## src/rtl/watch_pkg.sv

```systemverilog
// Shared definitions for the watch set-mode controller: state/field
// encodings and a counter-width helper.
package watch_pkg;

    // Set-mode states; the field code presented to the display equals the state.
    typedef enum logic [1:0] {
        ST_RUN  = 2'd0,
        ST_SEC  = 2'd1,
        ST_MIN  = 2'd2,
        ST_HOUR = 2'd3
    } state_t;

    localparam logic [1:0] FLD_NONE = 2'd0;
    localparam logic [1:0] FLD_SEC  = 2'd1;
    localparam logic [1:0] FLD_MIN  = 2'd2;
    localparam logic [1:0] FLD_HOUR = 2'd3;

    // Width of a counter covering 0..n-1; never narrower than one bit.
    function automatic int cw(input int n);
        return (n > 1) ? $clog2(n) : 1;
    endfunction

endpackage

```

## src/rtl/watch_set_ctrl_btn_edge.sv

```systemverilog
// btn_edge: 2-FF synchronizer for an asynchronous debounced button,
// followed by a rising-edge detector. Exports the synchronized level too.
module btn_edge (
    input  logic clk,
    input  logic rst,
    input  logic i_btn,
    output logic o_level,
    output logic o_rise
);

    logic r_s1, r_s2, r_s3;

    // Two synchronizer flops plus one delayed copy for edge detection.
    always_ff @(posedge clk or posedge rst) begin
        if (rst) begin
            r_s1 <= 1'b0;
            r_s2 <= 1'b0;
            r_s3 <= 1'b0;
        end else begin
            r_s1 <= i_btn;
            r_s2 <= r_s1;
            r_s3 <= r_s2;
        end
    end

    assign o_level = r_s2;
    assign o_rise  = r_s2 & ~r_s3;

endmodule

```

## src/rtl/watch_set_ctrl.sv

```systemverilog
// watch_set_ctrl: turns MODE/UP buttons into per-field increment pulses,
// with UP auto-repeat, idle timeout back to RUN and tick gating.
// Optional blink generator enabled by defining WATCH_SET_BLINK_EN.
module watch_set_ctrl
    import watch_pkg::*;
#(
    parameter int HOLD_CYCLES    = 50_000_000,
    parameter int REPEAT_CYCLES  = 10_000_000,
    parameter int TIMEOUT_CYCLES = 1_000_000_000,
    parameter int BLINK_CYCLES   = 25_000_000
) (
    input  logic       clk,
    input  logic       rst,
    input  logic       i_btn_mode,
    input  logic       i_btn_up,
    output logic       o_run_sec,
    output logic       o_run_min,
    output logic       o_run_hour,
    output logic       o_tick_en,
    output logic [1:0] o_field,
    output logic       o_blink
);

    localparam int HW = cw(HOLD_CYCLES);
    localparam int RW = cw(REPEAT_CYCLES);
    localparam int IW = cw(TIMEOUT_CYCLES);

    logic w_mode_lvl, w_mode_rise, w_up_lvl, w_up_rise;

    btn_edge u_mode (.clk(clk), .rst(rst), .i_btn(i_btn_mode), .o_level(w_mode_lvl), .o_rise(w_mode_rise));
    btn_edge u_up   (.clk(clk), .rst(rst), .i_btn(i_btn_up),   .o_level(w_up_lvl),   .o_rise(w_up_rise));

    state_t          r_state, w_next;
    logic [HW-1:0]   r_hold, w_hold;
    logic [RW-1:0]   r_rep, w_rep;
    logic [IW-1:0]   r_idle, w_idle;
    logic            r_rep_act, w_rep_act;   // hold phase done, now repeating
    logic            r_up_blk, w_up_blk;     // UP held across a MODE step: ignore until released
    logic            w_pulse;
    logic            r_run_sec, r_run_min, r_run_hour, r_tick_en;

    // State register and counters.
    always_ff @(posedge clk or posedge rst) begin
        if (rst) begin
            r_state   <= ST_RUN;
            r_hold    <= '0;
            r_rep     <= '0;
            r_idle    <= '0;
            r_rep_act <= 1'b0;
            r_up_blk  <= 1'b0;
        end else begin
            r_state   <= w_next;
            r_hold    <= w_hold;
            r_rep     <= w_rep;
            r_idle    <= w_idle;
            r_rep_act <= w_rep_act;
            r_up_blk  <= w_up_blk;
        end
    end

    // Next state, auto-repeat, idle timeout; MODE beats UP, UP edge beats timeout.
    always_comb begin
        w_next    = r_state;
        w_hold    = r_hold;
        w_rep     = r_rep;
        w_idle    = r_idle;
        w_rep_act = r_rep_act;
        w_up_blk  = r_up_blk;
        w_pulse   = 1'b0;
        if (!w_up_lvl) begin
            w_hold    = '0;
            w_rep     = '0;
            w_rep_act = 1'b0;
            w_up_blk  = 1'b0;
        end
        if (w_mode_rise) begin
            unique case (r_state)
                ST_RUN:  w_next = ST_SEC;
                ST_SEC:  w_next = ST_MIN;
                ST_MIN:  w_next = ST_HOUR;
                default: w_next = ST_RUN;
            endcase
            w_hold    = '0;
            w_rep     = '0;
            w_rep_act = 1'b0;
            w_up_blk  = w_up_lvl;
            w_idle    = '0;
        end else if (r_state != ST_RUN) begin
            if (w_up_rise) begin
                w_pulse   = 1'b1;
                w_hold    = '0;
                w_rep     = '0;
                w_rep_act = 1'b0;
            end else if (w_up_lvl && !r_up_blk) begin
                if (!r_rep_act) begin
                    if (r_hold == HW'(HOLD_CYCLES - 1)) begin
                        w_pulse   = 1'b1;
                        w_rep_act = 1'b1;
                    end else begin
                        w_hold = r_hold + HW'(1);
                    end
                end else if (r_rep == RW'(REPEAT_CYCLES - 1)) begin
                    w_pulse = 1'b1;
                    w_rep   = '0;
                end else begin
                    w_rep = r_rep + RW'(1);
                end
            end
            if (w_pulse) begin
                w_idle = '0;
            end else if (r_idle == IW'(TIMEOUT_CYCLES - 1)) begin
                w_idle = '0;
                w_next = ST_RUN;
            end else begin
                w_idle = r_idle + IW'(1);
            end
        end else begin
            w_hold    = '0;
            w_rep     = '0;
            w_rep_act = 1'b0;
            w_idle    = '0;
        end
    end

    // Registered pulse outputs and tick gate.
    always_ff @(posedge clk or posedge rst) begin
        if (rst) begin
            r_run_sec  <= 1'b0;
            r_run_min  <= 1'b0;
            r_run_hour <= 1'b0;
            r_tick_en  <= 1'b1;
        end else begin
            r_run_sec  <= w_pulse && (r_state == ST_SEC);
            r_run_min  <= w_pulse && (r_state == ST_MIN);
            r_run_hour <= w_pulse && (r_state == ST_HOUR);
            r_tick_en  <= (w_next == ST_RUN);
        end
    end

    assign o_run_sec  = r_run_sec;
    assign o_run_min  = r_run_min;
    assign o_run_hour = r_run_hour;
    assign o_tick_en  = r_tick_en;
    assign o_field    = r_state;

`ifdef WATCH_SET_BLINK_EN
    localparam int BW = cw(BLINK_CYCLES);
    logic [BW-1:0] r_bcnt;
    logic          r_blink;

    // Blink phase toggles every BLINK_CYCLES while setting; held low in RUN.
    always_ff @(posedge clk or posedge rst) begin
        if (rst) begin
            r_bcnt  <= '0;
            r_blink <= 1'b0;
        end else if (w_next == ST_RUN) begin
            r_bcnt  <= '0;
            r_blink <= 1'b0;
        end else if (r_bcnt == BW'(BLINK_CYCLES - 1)) begin
            r_bcnt  <= '0;
            r_blink <= ~r_blink;
        end else begin
            r_bcnt  <= r_bcnt + BW'(1);
        end
    end

    assign o_blink = r_blink;
`else
    assign o_blink = 1'b0;
`endif

endmodule

```

## config.mk

```make
export PLATFORM = sky130hd
export DESIGN_NAME = watch_set_ctrl
export DESIGN_NICKNAME = d
export VERILOG_FILES = /design/src/rtl/watch_pkg.sv /design/src/rtl/watch_set_ctrl_btn_edge.sv /design/src/rtl/watch_set_ctrl.sv
export SDC_FILE = /design/constraint.sdc
export NUM_CORES = 1
export LEC_CHECK = 0
export BUFFER_PORTS_ARGS = -buffer_cell sky130_fd_sc_hd__clkbuf_2
export CAP_MARGIN = 25
export CORE_ASPECT_RATIO = 1.2
export CORE_MARGIN = 2
export CORE_UTILIZATION = 50
export DETAILED_ROUTE_END_ITERATION = 12
export PLACE_DENSITY = 0.66
export SLEW_MARGIN = 40
export SYNTH_ARGS = -nofsm -noshare
export SYNTH_HDL_FRONTEND = slang
export SYNTH_SLANG_ARGS = --single-unit
```

## constraint.sdc

```tcl
create_clock -name clk -period 8.35 [get_ports clk]
set_input_delay 1.67 -clock clk [delete_from_list [all_inputs] [get_ports clk]]
set_output_delay 1.67 -clock clk [all_outputs]
set_load 0.005 [all_outputs]
```

[After elaboration in Yosys (flattened, before gate mapping)]
Index checks and enable logic that the tools add are counted.
Word-level totals
  word-level logic and storage cells: 79
  memories kept: 0
  bits in read-only memories: 0
  flip-flop bits (word level): 94
  output and inout bits: 7
  bits in latches: 0
  bits in writable memories: 0
Cells by class
  equal/unequal tests: 7
  multiplexer cells: 41
  bitwise logic cells: 4
  shift-type cells: 0
  multiply operators: 0
  divide/modulo/power cells: 0
  $lt $le $gt $ge: 0
  reduce and logical (&&, ||, !) cells: 8
  add/sub/neg operators: 3
Operator list (number)
  2-to-1 mux 26 bit: 7
  2-to-1 mux 24 bit: 7
  2-to-1 mux 30 bit: 4
  adder 30 x 1 -> 30 bit, second input constant: 1
  == test 30 bit, second input constant: 1
  adder 26 x 1 -> 26 bit, second input constant: 1
  == test 26 bit, second input constant: 1
  adder 24 x 1 -> 24 bit, second input constant: 1
  == test 24 bit, second input constant: 1
  2-to-1 mux 1 bit: 18
  2-to-1 mux 2 bit: 4
  one-hot mux 2 bit (3 select lines): 1
  == test 2 bit, second input constant: 2
  logical AND 1 bit: 4
  zero test 2 bit: 2
  AND 1 bit: 2
  == test 2 x 1 -> 1 bit, second input constant: 1
  inequality test 2 bit, second input constant: 1
  inverter 1 bit: 2
  nonzero test 2 bit: 1
  zero test 1 bit: 1

[Depth between registers and ports, before layout]
Gate-level depths: netlist (run 1).
  depth in word-level cells: 11
  depth in mapped cells: 9

[Hierarchy]
A second synthesis (run 1) with hierarchy kept.
Second synthesis, totals
  cell total of the unflattened synthesis: 549
  area, all modules: 5009.8 um2
Modules (own cells, without submodules)
  watch_set_ctrl: instances 1, sequential area each 2203.4 um2, area an instance 4824.6 um2, cells an instance 539
  btn_edge: instances 2, sequential area each 75.1 um2, area an instance 92.6 um2, cells an instance 5

[Least setup slack after synthesis (run 1)]
No wires, ideal clock.
  path type: flip-flop to output port
  from: register r_tick_en (netlist: o_tick_en)
  to: output port o_tick_en
  cell stages (with the launch flop): 1
  data required time: 6680 ps
  slack: 6179 ps
  data arrival time: 501 ps
  cells stage by stage: dfstp_2
RTL lines
  start: declaration: RTL line watch_set_ctrl.sv:40  | logic r_run_sec, r_run_min, r_run_hour, r_tick_en;
  start signal: assignment: RTL line watch_set_ctrl.sv:136  | r_tick_en <= (w_next == ST_RUN);
  end: declaration: RTL line watch_set_ctrl.sv:19  | output logic o_tick_en,
No word-level cell between the ends.

[Worst setup path after layout (run 1)]
  from: register r_hold[0]
  to: register r_hold[2]
Between the ends
  word-level cells in the longest chain between the ends: 7
RTL lines
  start: declaration: RTL line watch_set_ctrl.sv:34  | logic [HW-1:0] r_hold, w_hold;
  start signal: assignment: RTL line watch_set_ctrl.sv:53  | r_hold <= w_hold;
  adder 26 x 1 -> 26 bit or == test 26 bit (tied branches): RTL line watch_set_ctrl.sv:100, watch_set_ctrl.sv:96
  2-to-1 mux 26 bit *: RTL line watch_set_ctrl.sv:96  | if (r_hold == HW'(HOLD_CYCLES - 1)) begin
  2-to-1 mux 26 bit *: RTL line watch_set_ctrl.sv:95  | if (!r_rep_act) begin
  2-to-1 mux 26 bit *: RTL line watch_set_ctrl.sv:94  | end else if (w_up_lvl && !r_up_blk) begin
  2-to-1 mux 26 bit *: RTL line watch_set_ctrl.sv:89  | if (w_up_rise) begin
  2-to-1 mux 26 bit *: RTL line watch_set_ctrl.sv:88  | end else if (r_state != ST_RUN) begin
  2-to-1 mux 26 bit *: RTL line watch_set_ctrl.sv:76  | if (w_mode_rise) begin
  named net w_hold[2]: RTL line watch_set_ctrl.sv:34
Mark *: on every way through the listed nets, which the timed path passes. The rest lies on a longest branch.
A chain may end at the register's enable or synchronous reset.

==> results of run 1 <==
==> worst paths after layout <==
check                          start           end  cells after the start
min in group asynchronous        rst     r_idle[3]                      2
max in group asynchronous        rst    r_hold[14]                      3
min                        u_up.r_s1  u_up.o_level                      0
min reg2reg                u_up.r_s1  u_up.o_level                      0
max                        r_hold[0]     r_hold[2]                      6
max reg2reg                r_hold[0]     r_hold[2]                      6
==> placed cells by master (no fill, tap or decap), types with 4 or more instances in the layout <==
master | synthesis | final
a21oi_1 | 14 | 14
a221o_1 | 4 | 4
a31oi_1 | 9 | 9
a32oi_1 | 5 | 5
and2_1 | 9 | 9
and3_1 | 8 | 8
and4_1 | 5 | 5
clkbuf_16 | 0 | 9
clkbuf_2 | 0 | 9
dfrtp_1 | 93 | 93
ha_1 | 7 | 7
inv_1 | 14 | 13
nand2_1 | 53 | 53
nand3_1 | 39 | 39
nand4_1 | 27 | 27
nor2_1 | 77 | 77
nor2b_1 | 4 | 4
nor3_1 | 18 | 18
nor4_1 | 16 | 16
o211ai_1 | 4 | 4
o21a_1 | 4 | 4
o21ai_0 | 6 | 6
o21ai_1 | 4 | 4
or2_2 | 6 | 6
or3_1 | 5 | 5
or4_1 | 10 | 10
xnor2_1 | 15 | 15
xor2_1 | 32 | 32
==> power by group through the flow <==
stage          logic [mW]  clock network (mW)  registers, mW
2_1_floorplan      0.0972                   0          0.494
3_3_place_gp        0.118                   0          0.494
3_5_place_dp        0.121                   0          0.495
4_1_cts             0.121               0.471          0.487
5_1_grt             0.134               0.492          0.490
6_report            0.119               0.462          0.487
==> metal layers <==
| metal | up-vias | wire (um) | GRT usage |
|---|---|---|---|
| met1 | 1878 | 4890 | 0.2794 |
| met5 | - | 0 | 0 |
| met2 | 48 | 5137 | 0.3324 |
| met4 | 0 | 117 | 0.08762 |
| li1 | 1943 | - | - |
| met3 | 10 | 273 | 0.02972 |
==> cells by family after synthesis <==
family | after synthesis | synth area share
xor+xnor | 47 | 0.08172
buf+inv | 38 | 0.03825
compound gates | 63 | 0.08768
mux | 2 | 0.004471
flops | 94 | 0.4672
simple gates | 293 | 0.3025
fa+ha+maj | 7 | 0.01739
other cells | 1 | 0.0007444
==> synthesized netlist by cell type (all sizes together), types with 8 or more instances <==
master  number
o21ai       11
dfrtp       93
and3         8
inv         14
nor2        77
nor4        18
a21oi       14
nand4       27
nor3        18
or4         11
nand3       40
nand2       53
clkbuf      13
a31oi        9
xor2        32
and2         9
buf         11
xnor2       15
==> critical path: stages, from the launching register on <==
cell     delay, ns
dfrtp_1       0.41
ha_1          0.21
nand3_2       0.14
or4_4         0.61
o21ai_4       0.54
nor2_1        0.21
a311o_1       0.39
==> area by class of cell <==
| cell class | count | area [sq um] |
|---|---|---|
| Clock inverter | 5 | 88.84 |
| Inverter | 14 | 55.05 |
| Multi-Input combinational cell | 413 | 2500 |
| Timing Repair Buffer | 12 | 67.56 |
| Sequential cell | 94 | 2354 |
| Clock buffer | 11 | 252.7 |
| Tap cell | 126 | 157.7 |
| Fill cell | 901 | 4434 |
==> flip-flops by register name, summed over array words and instances, names as in the netlist <==
register and cells:
r_up_blk 1, o_run_min 1, u_mode.r_s1 1, o_field 2, r_hold 26, u_mode.r_s3 1, u_up.r_s1 1, u_up.o_level 1
o_run_hour 1, u_up.r_s3 1, o_run_sec 1, r_rep 24, r_idle 30, o_tick_en 1, r_rep_act 1, u_mode.o_level 1
==> metrics, run 1 <==
switching power 277.4 uW; Clock Skews 0.01185 ns; area share of the largest cell type after synthesis 0.4620; Layout Utilization 0.5525; CP required 8.58 ns; CP Launch Type register; Root Buffer clkbuf_16; P_leak 2.175 nW; peak supply drop 0.1156 mV; RSZ-0062 raised after global routing false; I/O Buffers 9; largest net degree at the start of global routing 49; Sw Share 0.2599; YS warnings 0; CTS buffer count 9; cts repair resizes 0; CP Max Fanout 27; Ant. Diodes 0; CTS tree yes; max capacitance violation total 0; Syn Inst Count 545; Final period util 0.3152; clock transition at the registers of the reported paths 0.06 ns; final hold violations 0; drt drc 0; Syn-to-layout area delta 8.693%; syn nets 556; Top FF cell, synth dfrtp_1; vias 3879; Clock power frac 0.433; worst setup margin 5.718 ns; Comb pwr share 0.111; part of the power in registers 0.456; # rows 40; GRT Util Overall 0.2071; Post-Route WL 10420 um; pre-CTS setup slack 5.490 ns; Seq/Total Area, Yosys 0.4672; setup TNS after final layout 0 ns; Max-slew headroom 0.4992; outcome finished clean; antenna violations before repair 0; #FFs+latches synth 94; Finished Layout Cells 675; post-synth top area cell dfrtp_1; Setup Fix Bufs, Post-CTS 0; drt first pass iters 4; asr flop ratio synth 1.000; H-Tree Depth 3; synth unique cells 56; first-pass GRT wire length 18130 um; vias in the first global route 3910; Overflow after GRT 0; average via count per standard cell 5.747; Min-Delay Path Class register to register; crit path kind register to register; Core Area 9910 sq um; Design Power 1.067 mW; post-layout min period 2.632 ns; fin nets 555; Final ANT Viol Nets 0; Inst Count DP 659; RePlAce Congestion 0.8170; Longest Clk Path Bufs 2; Clk Latency, worst-skew pair 0.34 ns; share of layout cells above drive strength 1 0.08561; # setup viols final 0; Hold Slack 0.3498 ns; initial core utilization 0.5083; max-slew violations 0; chip width 95.63 um; CP arrival 2.86 ns; cell area after synthesis 5037 sq um; top cells by area, synth dfrtp_1, nor2_1, xor2_1, nand2_1, nand3_1; hold_buf cts 0; drt wl/cell 15.43 um; Die Span Y 114.0 um; PD cells 194.9 nW/um^2; detailed router's first-iteration violation count 176; Int Pwr 789.6 uW; Worst-Margin Slew 0.7455 ns; Avg Synthesized Cell Area 9.243 sq um; Worst setup EP type register; cell area after placement 5125 sq um; Max Clk Rate 380.0 MHz; fin area 5475 sq um; TritonCTS sink count 94; io pins 11; die area 10900 sq um; dpl hpwl 7162 um; R2R Setup Slk 5.72 ns; Post-synth EDFFs 0
Power figures use the tool's default switching activity.
==> run 2, diff against run 1 <==
Clock period 8.35 ns to 2.7 ns, I/O delays scaled along.
==> run 2 against run 1 <==
Compared with the run above:
- via count increased by 4.7%
- global-route usage up 0.77 points
- first-iteration DRC count grew 24%
- utilization increased by 0.73 points
- clock power increased to 2.8 times the previous value
- sequential share of layout area decreased by 0.56 points
- register-to-register slack worse by 5.3 ns
==> metrics, run 2 (same netlist as run 1, synthesis figures left out) <==
Crit Reg-Reg Endpoint r_hold[12]; CP required 2.98 ns; R2R Path Start o_field[0]; # setup viols final 0; Core Area 9910 sq um; Min-Delay Path Class primary input to asynchronous set/reset pin; Ant. Diodes 0; CP arrival 2.60 ns; RePlAce Congestion 0.9018; outcome finished clean; hold_buf cts 0; H-Tree Depth 3; max layer used met4; first-pass GRT wire length 18540 um; max reg flops 30; Clock Skews 0.006055 ns; I/O Buffers 9; R2R Setup Slk 0.38 ns; max capacitance violation total 0; crit path kind register to register; Worst Setup EP r_hold[12]; final hold violations 0; drt wl/cell 15.57 um; drt first pass iters 4; setup TNS after final layout 0 ns; Root Buffer clkbuf_16; met2 routed WL 5435 um; CP Max Fanout 9; cts repair resizes 0; CP startpoint o_field[0]; max-slew violations 0; share of layout cells above drive strength 1 0.1050; initial core utilization 0.5083; # rows 40; dpl hpwl 7610 um; Max Clk Rate 431.9 MHz; Clk Latency, worst-skew pair 0.34 ns; R2R depth 5; chip width 95.63 um; average via count per standard cell 5.901; RSZ-0062 raised after global routing false; CTS buffer count 9; die area 10900 sq um; GRT Util Overall 0.2149; clock transition at the registers of the reported paths 0.07 ns; TritonCTS sink count 94; antenna violations before repair 0; vias 4060; Die Span Y 114.0 um; critical-path cell list inv_1 -> ha_1 -> or4b_2 -> nor2_1 -> a221o_1; io pins 11; drt drc 0; Longest Clk Path Bufs 2; commonest cells after routing, fill and taps aside dfrtp_1, nor2_1, nand2_1; Overflow after GRT 0; largest net degree at the start of global routing 40; detailed router's first-iteration violation count 219; Final period util 0.8575; Critical Path Max Stage Delay 0.86 ns; Largest regs r_idle x30, r_hold x26, r_rep x24; largest register by flop count r_idle; Setup Fix Bufs, Post-CTS 0; Post-Route WL 10710 um; most common cell after layout, fill and taps aside dfrtp_1; fin nets 568; WL met1 4665 um; peak supply drop 0.3217 mV; Syn-to-layout area delta 10.13%; Worst setup EP type register; vias in the first global route 3931; critical path's slowest cell or4b_2; PD cells 578.3 nW/um^2; Max-slew headroom 0.5689; P_leak 2.205 nW; Final ANT Viol Nets 0; met3 WL 350 um; post-layout min period 2.315 ns; CTS tree yes; Design Power 3.208 mW; CP Launch Type register; Worst-Margin Slew 0.6453 ns
-- run 2: cell count changes in the layout (fill, tap and decap cells not counted), sizes merged --
cell	before	now
inv	16	13
clkbuf	20	21
clkinv	1	2
buf	3	16
bufinv	2	1
clkinvlp	0	2
-- run 2: power breakdown --
part	total [mW]	switching, mW	leakage [nW]	internal, mW
Sequential	1.51	0.0456	1.29	1.46
Combinational	0.389	0.264	0.768	0.125
Clock	1.31	0.540	0.149	0.772
-- run 2: cell type report --
class	count	area [sq um]
tap	126	157.7
inverter	14	56.30
clock inverter	4	55.05
fill	894	4362
timing repair buffer	25	177.7
multi-input combinational	413	2491
clock buffer	12	256.5
sequential	94	2354
-- run 2: worst min-delay path by stage --
stage / start / slack (ns) / cells past startpoint / to
2_1_floorplan: u_mode.r_s1 / 0.33 / 0 / u_mode.o_level
3_3_place_gp: u_up.r_s1 / 0.34 / 0 / u_up.o_level
3_5_place_dp: u_mode.r_s1 / 0.34 / 0 / u_mode.o_level
4_1_cts: rst / 0.26 / 2 / r_idle[12]
5_1_grt: i_btn_mode / 0.28 / 1 / u_mode.r_s1
6_report: rst / 0.24 / 2 / r_idle[12]
-- run 2: critical path, delay by kind of cell, from the launching register on --
| kind | cells | cell delay (ns) |
|---|---|---|
| simple gates | 2 | 1.24 |
| flops | 1 | 0.43 |
| fa+ha+maj | 1 | 0.28 |
| compound gates | 1 | 0.22 |
| buf+inv | 1 | 0.08 |
-- run 2: routing by layer --
layer,GRT usage,up-vias
met5,0,-
met1,0.2708,2005
met3,0.04690,23
li1,-,1970
met2,0.3529,62
met4,0.09333,0
-- run 2: metrics by stage --
step	area (sq um)	hold WS [ns]	std cells	worst slack, ns	util
floorplan	5041	0.3312	545	0.5973	-
global placement	5236	0.3370	672	0.4275	0.5284
detailed placement	5236	0.3442	672	0.3799	0.5284
CTS	5548	0.2581	688	0.3698	0.5598
global route	5548	0.2850	688	0.2518	0.5598
finish	5548	0.2442	688	0.3847	0.5598
